### config.mk
export PLATFORM = sky130hd
export DESIGN_NAME = arb_mux_flat
export DESIGN_NICKNAME = d
export VERILOG_FILES = /design/src/rtl/arb_pkg.sv /design/src/rtl/arb_mux_if.sv /design/src/rtl/arb_grant.sv /design/src/rtl/arb_mux.sv /design/src/flat_wrapper.sv
export SDC_FILE = /design/constraint.sdc
export NUM_CORES = 1
export LEC_CHECK = 0
export ABC_AREA = 1
export BUFFER_PORTS_ARGS = -buffer_cell sky130_fd_sc_hd__buf_2
export CAP_MARGIN = 20
export CORE_ASPECT_RATIO = 1.75
export CORE_MARGIN = 2
export CORE_UTILIZATION = 45
export DETAILED_ROUTE_END_ITERATION = 12
export GPL_TIMING_DRIVEN = 1
export PLACE_DENSITY = 0.8
export SYNTH_ARGS = -nofsm -noshare
export SYNTH_HDL_FRONTEND = slang
export SYNTH_HIERARCHICAL = 1
export SYNTH_SLANG_ARGS = --single-unit
### constraint.sdc
create_clock -name clk -period 1.56 [get_ports clk]
set_input_delay 0.312 -clock clk [delete_from_list [all_inputs] [get_ports clk]]
set_output_delay 0.312 -clock clk [all_outputs]
set_load 0.01 [all_outputs]
### src/rtl/arb_pkg.sv
// Shared constants and helpers for the arbitrating multiplexer.
package arb_pkg;

  localparam int unsigned MODE_RR    = 0;
  localparam int unsigned MODE_FIXED = 1;

  function automatic int unsigned clog2(input int unsigned v);
    int unsigned r;
    r = 0;
    for (int unsigned i = 0; i < 32; i++) begin
      if ((64'd1 << i) < 64'(v)) r = i + 1;
    end
    return r;
  endfunction

  // Select width is never narrower than one bit.
  function automatic int unsigned sel_width(input int unsigned n);
    return (clog2(n) < 1) ? 1 : clog2(n);
  endfunction

endpackage

### src/rtl/arb_mux_if.sv
// Handshake bundle between N producers, the arbitrating mux and one consumer.
interface arb_mux_if
  import arb_pkg::*;
#(
  parameter int unsigned WIDTH = 32,
  parameter int unsigned N     = 2
);
  localparam int unsigned SELW = sel_width(N);

  logic [N-1:0]       in_valid;
  logic [N*WIDTH-1:0] in_data;
  logic [N-1:0]       in_ready;
  logic               out_valid;
  logic [WIDTH-1:0]   out_data;
  logic [SELW-1:0]    out_sel;
  logic               out_ready;

  modport master (
    output in_valid, in_data, out_ready,
    input  in_ready, out_valid, out_data, out_sel
  );

  modport slave (
    input  in_valid, in_data, out_ready,
    output in_ready, out_valid, out_data, out_sel
  );

endinterface

### src/rtl/arb_grant.sv
// Combinational grant: rotate requests by the pointer, pick the lowest set bit, rotate back.
module arb_grant
  import arb_pkg::*;
#(
  parameter int unsigned N = 2,
  localparam int unsigned SELW = sel_width(N)
) (
  input  logic [N-1:0]    req,
  input  logic [SELW-1:0] ptr,
  input  logic            mode,
  output logic [N-1:0]    gnt_onehot,
  output logic [SELW-1:0] gnt_idx,
  output logic            any
);

  localparam logic [SELW:0] NumCh = (SELW + 1)'(N);

  logic [SELW-1:0] eff_ptr;
  logic [2*N-1:0]  dbl;
  logic [N-1:0]    rot;
  logic [SELW-1:0] off;
  logic [SELW:0]   sum;

  always_comb begin
    eff_ptr = mode ? '0 : ptr;
    dbl     = {req, req} >> eff_ptr;
    rot     = dbl[N-1:0];
    any     = |req;
    off     = '0;
    for (int i = N - 1; i >= 0; i--) begin
      if (rot[i]) off = SELW'(i);
    end
    // Explicit wrap so non-power-of-2 channel counts never yield an out-of-range index.
    sum = {1'b0, eff_ptr} + {1'b0, off};
    if (sum >= NumCh) sum = sum - NumCh;
    gnt_idx    = sum[SELW-1:0];
    gnt_onehot = any ? (N'(1) << gnt_idx) : '0;
  end

endmodule

### src/rtl/arb_mux.sv
// N-channel arbitrating mux with a single registered output stage and valid/ready handshakes.
module arb_mux
  import arb_pkg::*;
#(
  parameter int unsigned WIDTH = 32,
  parameter int unsigned N     = 2,
  parameter int unsigned MODE  = 0
) (
  input  logic     clk,
  input  logic     rst_n,
  arb_mux_if.slave bus
);

  localparam int unsigned SELW = sel_width(N);
  localparam logic ModeFixed = (MODE == MODE_FIXED);

  logic [SELW-1:0]  ptr_q, ptr_d;
  logic             out_valid_q, out_valid_d;
  logic [WIDTH-1:0] out_data_q, out_data_d;
  logic [SELW-1:0]  out_sel_q, out_sel_d;

  logic [N-1:0]    gnt_onehot;
  logic [SELW-1:0] gnt_idx;
  logic            any;
  logic            load;

  arb_grant #(
    .N (N)
  ) u_grant (
    .req        (bus.in_valid),
    .ptr        (ptr_q),
    .mode       (ModeFixed),
    .gnt_onehot (gnt_onehot),
    .gnt_idx    (gnt_idx),
    .any        (any)
  );

  assign load = !out_valid_q || bus.out_ready;

  always_comb begin
    ptr_d       = ptr_q;
    out_valid_d = out_valid_q;
    out_data_d  = out_data_q;
    out_sel_d   = out_sel_q;
    // Nothing is accepted while reset is held, so no transfer is lost.
    bus.in_ready = (rst_n && load) ? gnt_onehot : '0;
    if (load) begin
      if (any) begin
        out_valid_d = 1'b1;
        out_data_d  = bus.in_data[gnt_idx*WIDTH +: WIDTH];
        out_sel_d   = gnt_idx;
        if (!ModeFixed) begin
          ptr_d = (gnt_idx == SELW'(N - 1)) ? '0 : gnt_idx + SELW'(1);
        end
      end else begin
        out_valid_d = 1'b0;
      end
    end
  end

  always_ff @(posedge clk) begin
    if (!rst_n) begin
      ptr_q       <= '0;
      out_valid_q <= 1'b0;
      out_data_q  <= '0;
      out_sel_q   <= '0;
    end else begin
      ptr_q       <= ptr_d;
      out_valid_q <= out_valid_d;
      out_data_q  <= out_data_d;
      out_sel_q   <= out_sel_d;
    end
  end

  assign bus.out_valid = out_valid_q;
  assign bus.out_data  = out_data_q;
  assign bus.out_sel   = out_sel_q;

endmodule
### src/flat_wrapper.sv
// flat-port wrapper written by rule: the top's interface ports become plain ports
module arb_mux_flat import arb_pkg::*;
#(
  parameter int unsigned WIDTH = 32,
  parameter int unsigned N     = 2,
  parameter int unsigned MODE  = 0
)
  (clk, rst_n, bus_in_valid, bus_in_data, bus_out_ready, bus_in_ready, bus_out_valid, bus_out_data, bus_out_sel);
  arb_mux_if #(.WIDTH(WIDTH), .N(N)) bus_i ();
  input  logic clk;
  input  logic rst_n;
  input wire logic [$bits(bus_i.in_valid)-1:0] bus_in_valid;
  input wire logic [$bits(bus_i.in_data)-1:0] bus_in_data;
  input wire logic [$bits(bus_i.out_ready)-1:0] bus_out_ready;
  output wire logic [$bits(bus_i.in_ready)-1:0] bus_in_ready;
  output wire logic [$bits(bus_i.out_valid)-1:0] bus_out_valid;
  output wire logic [$bits(bus_i.out_data)-1:0] bus_out_data;
  output wire logic [$bits(bus_i.out_sel)-1:0] bus_out_sel;
  assign bus_i.in_valid = bus_in_valid;
  assign bus_i.in_data = bus_in_data;
  assign bus_i.out_ready = bus_out_ready;
  assign bus_in_ready = bus_i.in_ready;
  assign bus_out_valid = bus_i.out_valid;
  assign bus_out_data = bus_i.out_data;
  assign bus_out_sel = bus_i.out_sel;
  arb_mux #(.WIDTH(WIDTH), .N(N), .MODE(MODE)) u_core (.clk(clk), .rst_n(rst_n), .bus(bus_i));
endmodule
==> qor.yml, run 1 <==
leakage_nw: 1.57
overflow: 0
wirelength_um: 4610
switching_power_uw: 700
final_core_util_pct: 62.8
final_cell_area_um2: 2610
fin_crit_ns: 1.44
initial_core_util_pct: 47.3
power_density_nw_per_um2: 904
ctsHoldBuffers: 0
grt_pass1_wl_um: 7420
clock_sinks: 35
dieHeight_um: 91.4
tns_ns: 0
startpoint_type: "flop"
design.core.area_um2: 4150
final_cells: 489
swShare_pct: 29.7
yosysUniqueCellTypes: 17
timing_hold_violations_final: 0
fin_skew_ns: 0.00200
syn_area_per_cell_um2: 5.79
cts_buffer_depth: 2
path_class: "flop to output port"
num_vias: 2128
via_per_inst: 4.35
setup_viol: 0
dp.final_hpwl_um: 3560
yosysSeqAreaShare_pct: 35.7
cts_root_buf: "clkbuf_8"
intPower_mw: 1.66
first_pass_iters: 4
cp_max_fo: 3
grt_max_degree: 43
reg2reg_depth: 9
gp_congestion: 0.807
die-area_um2: 4930
cts_tree: "yes"
arrival_ns: 1.13
syn_area_um2: 1960
min_path_cells: 4
rows: 31
port_buffers: 104
crit_required_ns: 1.25
nets: 508
drive_above_1_share_pct: 27.7
antenna_found_initial: 0
ant_nets: 0
cts_made_buffers: 5
cts_htree_levels: 2
ctsResizeCount: 0
post_cts_buffers: 0
grt_use_total_pct: 19.5
diodes: 0
status: "complete, no violations"
hold_class: "primary input to flop"
power_frac_clock_pct: 29.9
yosys_warnings: 6
synthCells: 339
fmax_mhz: 694
comb_power_share_pct: 26.4
dp.cells: 481
synth-seq-cells: 35
avgRoutedWirePerCell_um: 9.42
dpl-instance-area_um2: 2500
power_frac_seq_pct: 43.7
io_pins: 105
timing.final.max_slew_violations: 0
dr.first_iter.drc_count: 21
clkLatencyLatePin_ns: 0.27
rsz0062_at_grt: "false"
ir_worst_vdd_v: 0.000791
die_w_um: 53.9
first_global_vias: 1923
area_growth_pct: 32.6
timing.final.crit_share_pct: 92.3
crit_path_end_kind: "output port"
cap_violations: 0
drc_errors: 0
cts.clk_slew.worst_paths_ns: 0.07
[flip-flops by register name (all words and copies together) (netlist names)]
name,count
u_core/bus.out_data,32
u_core/bus.out_sel,1
u_core/bus.out_valid,1
u_core/ptr_q,1
[cell families (layout without fill, tap and decap cells)]
logic type | Yosys count | after routing | synth area share, %
simple gates | 176 | 176 | 34.6
buf+inv | 90 | 190 | 20.1
other cells | 1 | 2 | 0.191
compound gates | 37 | 37 | 9.43
flops | 35 | 35 | 35.7
[path summary, 6_finish.rpt]
path                      start                endpoint  slack [ns]
max reg2reg        u_core/ptr_q  u_core/bus.out_data[8]        0.19
max                u_core/ptr_q         bus_in_ready[0]        0.12
min reg2reg  u_core/bus.out_sel      u_core/bus.out_sel        0.46
min               bus_out_ready    u_core/bus.out_valid        0.34
[layout make-up]
cell class / count / area (µm²)
sequential: 35 / 701
multi-input combinational: 215 / 878
timing repair buffer: 110 / 594
clock buffer: 8 / 100
inverter: 72 / 270
fill: 406 / 1550
tap: 49 / 61.3
[synth_stat cells]
cell type,count,area [µm²]
conb_1,1,3.75
a21oi_1,5,25.0
buf_4,2,15.0
buf_2,9,45.0
nand3_1,1,5.00
nor2_1,67,251
o21ai_0,27,135
buf_6,5,56.3
nand2_2,1,6.26
nand2_1,105,394
clkbuf_1,1,3.75
dfxtp_1,35,701
o21ai_1,5,25.0
nor2_4,1,11.3
clkbuf_2,1,5.00
nand2_4,1,11.3
inv_1,72,270
[through the flow]
stage,hold slack (ns),worst slack [ns],power (mW)
2_1_floorplan,0.474,0.363,1.45
3_3_place_gp,0.451,0.172,1.65
3_5_place_dp,0.453,0.129,1.67
4_1_cts,0.332,0.0848,2.38
5_1_grt,0.358,0.0164,2.52
6_report,0.338,0.120,2.36
[cell usage in the layout (no fill, tap or decap)]
cell type / instances
buf_2: 104
nand2_1: 104
inv_1: 72
nor2_1: 67
dfxtp_1: 35
o21ai_0: 27
clkbuf_8: 7
o21ai_1: 5
a21oi_1: 4
buf_4: 3
nand2_2: 2
buf_12: 2
conb_1: 2
clkbuf_1: 1
nand2_4: 1
nand3_1: 1
buf_6: 1
nor2_4: 1
a21oi_2: 1
[power groups by stage]
stage	logic (mW)	registers (mW)	clock network, mW
3_5_place_dp	0.622	1.05	0
6_report	0.622	1.03	0.705
4_1_cts	0.625	1.03	0.722
2_1_floorplan	0.355	1.09	0
3_3_place_gp	0.606	1.05	0
5_1_grt	0.715	1.04	0.764
[critical path, cell delays in order (launching register included)]
cell and delay [ns]:
dfxtp_1 0.32, inv_1 0.09, nor2_4 0.04, a21oi_2 0.12, inv_1 0.05, nor2_1 0.10
buf_2 0.14
[per-layer routing]
metal	share of wire [%]	global-route usage, %	vias up
met5	0	0	-
met2	56	38.0	58
li1	-	-	1167
met3	5.2	4.44	6
met4	1.5	5.98	0
met1	37	18.2	897
(Power assumes the default switching activity.)
==> run 2: changes to the inputs <==
Settings changed: CORE_ASPECT_RATIO 1.75 to 0.7.
==> run 2 against run 1 <==
Net effect:
- wire length decreased by 5.8%
- sequential cell count unchanged
- power decreased by 0.79%
- critical path depth unchanged
- register-to-register slack improved by 0.02 ns
- clock power decreased by 1%
- clock skew increased by 0.00072 ns
- critical endpoint unchanged
==> qor.yml, run 2 (synthesized netlist as in run 1, its figures left out) <==
ir_worst_vdd_v: 0.000462  # -42%
setup_viol: 0  # unchanged
crit_required_ns: 1.25  # about the same
via_per_inst: 4.16  # -4.3%
overflow: 0  # unchanged
cts_root_buf: "clkbuf_8"
cts_buffer_depth: 2  # unchanged
design.core.area_um2: 4280  # +3.1%
power_density_nw_per_um2: 899  # -0.65%
wirelength_um: 4340  # -5.8%
cp_max_fo: 3  # unchanged
clock_sinks: 35  # unchanged
area_growth_pct: 32.4
ctsHoldBuffers: 0  # unchanged
cts_tree: "yes"
rows: 20  # -35%
grt_max_degree: 41  # -4.7%
nets: 507  # -0.20%
grt_pass1_wl_um: 7320  # -1.4%
arrival_ns: 1.12  # about the same
ant_nets: 0  # unchanged
clkLatencyLatePin_ns: 0.27  # about the same
initial_core_util_pct: 45.9  # -1.4 points
dp.cells: 486  # +1.0%
worst_hold_slack_ns: 0.343  # +0.00479 ns
port_buffers: 104  # unchanged
first_global_vias: 1786  # -7.1%
fin_crit_ns: 1.43  # -0.00876 ns
antenna_found_initial: 0  # unchanged
final_cells: 494  # +1.0%
avgRoutedWirePerCell_um: 8.79  # -6.7%
layout.cells.most_common_list: "104 x buf_2, 104 x nand2_1, 72 x inv_1"
diodes: 0  # unchanged
gp_congestion: 0.761  # -5.8%
startpoint_type: "flop"
nFillCells: 423  # +4.2%
die-area_um2: 4920  # -0.25%
io_pins: 105  # unchanged
first_pass_iters: 4  # unchanged
p_total_mw: 2.34  # -0.79%
cts.clk_slew.worst_paths_ns: 0.06  # about the same
timing.final.max_slew_violations: 0  # unchanged
timing.final.crit_share_pct: 91.8  # -0.56 points
grt_use_total_pct: 18.3  # -1.2 points
num_vias: 2057  # -3.3%
hold_class: "primary input to flop"
dp.final_hpwl_um: 3250  # -8.9%
rsz0062_at_grt: "false"
cts_htree_levels: 2  # unchanged
largest_reg_flops: 32  # unchanged
fin_skew_ns: 0.00272  # +0.000718 ns
leakage_nw: 1.57  # -0.33%
status: "complete, no violations"
dr.first_iter.drc_count: 72  # +240%
drive_above_1_share_pct: 27.3  # -0.39 points
crit_path_end_kind: "output port"
cap_violations: 0  # unchanged
timing_hold_violations_final: 0  # unchanged
dieHeight_um: 59.3  # -35%
die_w_um: 83.0  # +54%
tns_ns: 0  # unchanged
fmax_mhz: 699  # +0.61%
path_class: "flop to output port"
cts_made_buffers: 5  # unchanged
drc_errors: 0  # unchanged
## run 2: cell types whose count changed in the layout (fill, tap and decap cells not counted), sizes merged
cell	before	now
buf	110	109
## run 2: path summary, 6_finish.rpt
| check | start | to | slack [ns] | depth (start not counted) |
|---|---|---|---|---|
| setup reg to reg | u_core/ptr_q | u_core/bus.out_data[0] | 0.21 | 8 |
| setup / recovery | u_core/ptr_q | bus_in_ready[0] | 0.13 | 6 |
| hold / removal | bus_out_ready | u_core/bus.out_valid | 0.34 | 4 |
| hold reg to reg | u_core/bus.out_sel | u_core/bus.out_sel | 0.47 | 2 |
## run 2: layout make-up
cell class	instances	area [µm²]	share of cell area (%)
inverter	72	270	10.4
tap	55	68.8	2.65
sequential	35	701	26.9
multi-input combinational	215	875	33.6
timing repair buffer	109	587	22.6
clock buffer	8	100	3.85
## run 2: per-layer routing
metal  global-route usage (%)  vias up  share of wire (%)  wire length (µm)
met5                        0        -                  0                 0
met4                     7.73        0                2.0                87
met3                     5.43        8                6.9               299
met2                     31.8       65                 44              1910
met1                     21.6      823                 47              2040
li1                         -     1161                  -                 -
## run 2: repair_timing
| action | CTS | global route |
|---|---|---|
| gates resized for setup | 0 | 1 |
| endpoints found under the setup margin | 0 | 1 |
| buffers inserted | 0 | 0 |
## run 2: critical path, stage by stage (launching register included)
cell and delay [ns]:
dfxtp_1 0.32, inv_1 0.09, nor2_4 0.04, a21oi_1 0.12
inv_1 0.05, nor2_1 0.08, buf_2 0.13
## run 2: per-stage QoR
| stage | setup WS [ns] | utilization (%) | cell area [µm²] |
|---|---|---|---|
| 2_1_floorplan | 0.363 | - | 1970 |
| 3_3_place_gp | 0.159 | 58.4 | 2500 |
| 3_5_place_dp | 0.136 | 58.4 | 2500 |
| 4_1_cts | 0.114 | 60.7 | 2600 |
| 5_1_grt | 0.0590 | 60.8 | 2600 |
| 6_report | 0.129 | 60.8 | 2600 |
## run 2: report_power, final
group	total [mW]	internal, mW	switching, mW
Clock	0.695	0.403	0.292
Combinational	0.614	0.266	0.348
Sequential	1.03	0.986	0.0434
Total	2.34	1.65	0.684
==> run 3: changes to the inputs <==
Settings changed: CTS_BUF_LIST from default to sky130_fd_sc_hd__clkbuf_4 sky130_fd_sc_hd__clkbuf_8 sky130_fd_sc_hd__clkbuf_16.
==> run 3 against run 2 <==
Net effect:
- clock power up 2%
- non-clock buffer count unchanged
- die area unchanged
- clock skew about the same
- power up 0.76%
- worst hold slack about the same
- clock-buffer cell count unchanged
- critical path type unchanged
==> qor.yml, run 3 (synthesized netlist as in run 1, its figures left out) <==
fin_skew_ns: 0.00280  # +0.0000726 ns
initial_core_util_pct: 45.9  # unchanged
cts_made_buffers: 5  # unchanged
grt_max_degree: 41  # unchanged
cts_root_buf: "clkbuf_8"
timing.final.max_slew_violations: 0  # unchanged
dieHeight_um: 59.3  # unchanged
port_buffers: 104  # unchanged
worst_hold_slack_ns: 0.342  # -0.000483 ns
p_total_mw: 2.36  # +0.76%
timing.final.crit_share_pct: 91.8  # about the same
critical_path.slowest_cell: "dfxtp_1"
diodes: 0  # unchanged
dp.final_hpwl_um: 3250  # unchanged
clkLatencyLatePin_ns: 0.27  # about the same
crit_path_frequent_cell: "inv_1"
power_density_nw_per_um2: 904  # +0.62%
tns_ns: 0  # unchanged
die-area_um2: 4920  # unchanged
cts.clk_slew.worst_paths_ns: 0.06  # about the same
setup_viol: 0  # unchanged
cp_max_fo: 3  # unchanged
avgRoutedWirePerCell_um: 8.80  # +0.12%
rows: 20  # unchanged
timing_hold_violations_final: 0  # unchanged
startpoint_type: "flop"
clock_sinks: 35  # unchanged
leakage_nw: 1.57  # +0.22%
antenna_found_initial: 0  # unchanged
drc_errors: 0  # unchanged
crit_buf_inv: 3  # unchanged
die_w_um: 83.0  # unchanged
ctsResizeCount: 0  # unchanged
status: "complete, no violations"
layout.cells.most_common_list: "104 x buf_2, 104 x nand2_1, 72 x inv_1"
ctsHoldBuffers: 0  # unchanged
cts_buffer_depth: 2  # unchanged
post_cts_buffers: 0  # unchanged
overflow: 0  # unchanged
arrival_ns: 1.12  # about the same
cts_tree: "yes"
drive_above_1_share_pct: 27.6  # +0.23 points
critical_path.top_delay_family: "flip-flops"
area_growth_pct: 32.6
nets: 507  # unchanged
gp_congestion: 0.761  # unchanged
rsz0062_at_grt: "false"
grt_pass1_wl_um: 7320  # unchanged
grt_use_total_pct: 18.3  # unchanged
first_pass_iters: 4  # unchanged
power_frac_clock_pct: 30.2  # +0.5 points
max_stage_delay_ns: 0.32  # about the same
hold_class: "primary input to flop"
largest_reg_flops: 32  # unchanged
cts_htree_levels: 2  # unchanged
comb_power_share_pct: 26.1  # -0.2 points
path_class: "flop to output port"
wirelength_um: 4350  # +0.12%
power_frac_seq_pct: 43.7  # -0.3 points
first_global_vias: 1786  # unchanged
cap_violations: 0  # unchanged
crit_path_end_kind: "output port"
design.core.area_um2: 4280  # unchanged
swShare_pct: 29.0  # -0.20 points
fin_crit_ns: 1.43  # +0.0000150 ns
crit_required_ns: 1.25  # about the same
intPower_mw: 1.67  # +1.1%
switching_power_uw: 684  # about the same
ant_nets: 0  # unchanged
ir_worst_vdd_v: 0.000466  # +0.79%
crit_chain: "inv_1 -> nor2_4 -> a21oi_1 -> inv_1 -> nor2_1 -> buf_2"
dr.first_iter.drc_count: 72  # unchanged
via_per_inst: 4.16  # unchanged
num_vias: 2057  # unchanged
io_pins: 105  # unchanged
fmax_mhz: 699  # about the same
==> run 3: worst min-delay path: stages <==
cell	delay, ns
buf_2	0.08
inv_1	0.05
nand2_4	0.07
a21oi_1	0.06
==> run 3: layout make-up <==
cell class | instances | area, µm²
clock buffers | 8 | 104
fillers | 422 | 1670
inverters | 72 | 270
well taps | 55 | 68.8
repair buffers | 109 | 587
flip-flops and latches | 35 | 701
multi-input cells | 215 | 875
==> run 3: per-stage QoR <==
stage          area (µm²)  instances  util [%]  worst slack [ns]
6_report             2610        494      60.9             0.129
5_1_grt              2610        494      60.9            0.0590
4_1_cts              2600        494      60.8             0.114
3_5_place_dp         2500        486      58.4             0.136
3_3_place_gp         2500        486      58.4             0.159
2_1_floorplan        1970        340         -             0.363
==> run 3: path summary, 6_finish.rpt <==
path | from | end | slack [ns] | cells past startpoint
worst max-delay path | u_core/ptr_q | bus_in_ready[0] | 0.13 | 6
worst min-delay path | bus_out_ready | u_core/bus.out_valid | 0.34 | 4
worst max register to register | u_core/ptr_q | u_core/bus.out_data[0] | 0.21 | 8
worst min register to register | u_core/bus.out_sel | u_core/bus.out_sel | 0.47 | 2
==> run 3: power groups by stage <==
stage,combinational [mW],sequential (mW),clock [mW]
floorplan,0.355,1.09,0
global placement,0.602,1.05,0
detailed placement,0.614,1.05,0
CTS,0.616,1.03,0.741
global route,0.709,1.04,0.785
finish,0.614,1.03,0.712
==> run 3: layer usage <==
layer  wire, µm  track usage, %  up-vias
met5          0               0        -
met2       1920            31.8       65
met3        299            5.43        8
met4         87            7.73        0
li1           -               -     1161
met1       2040            21.6      823
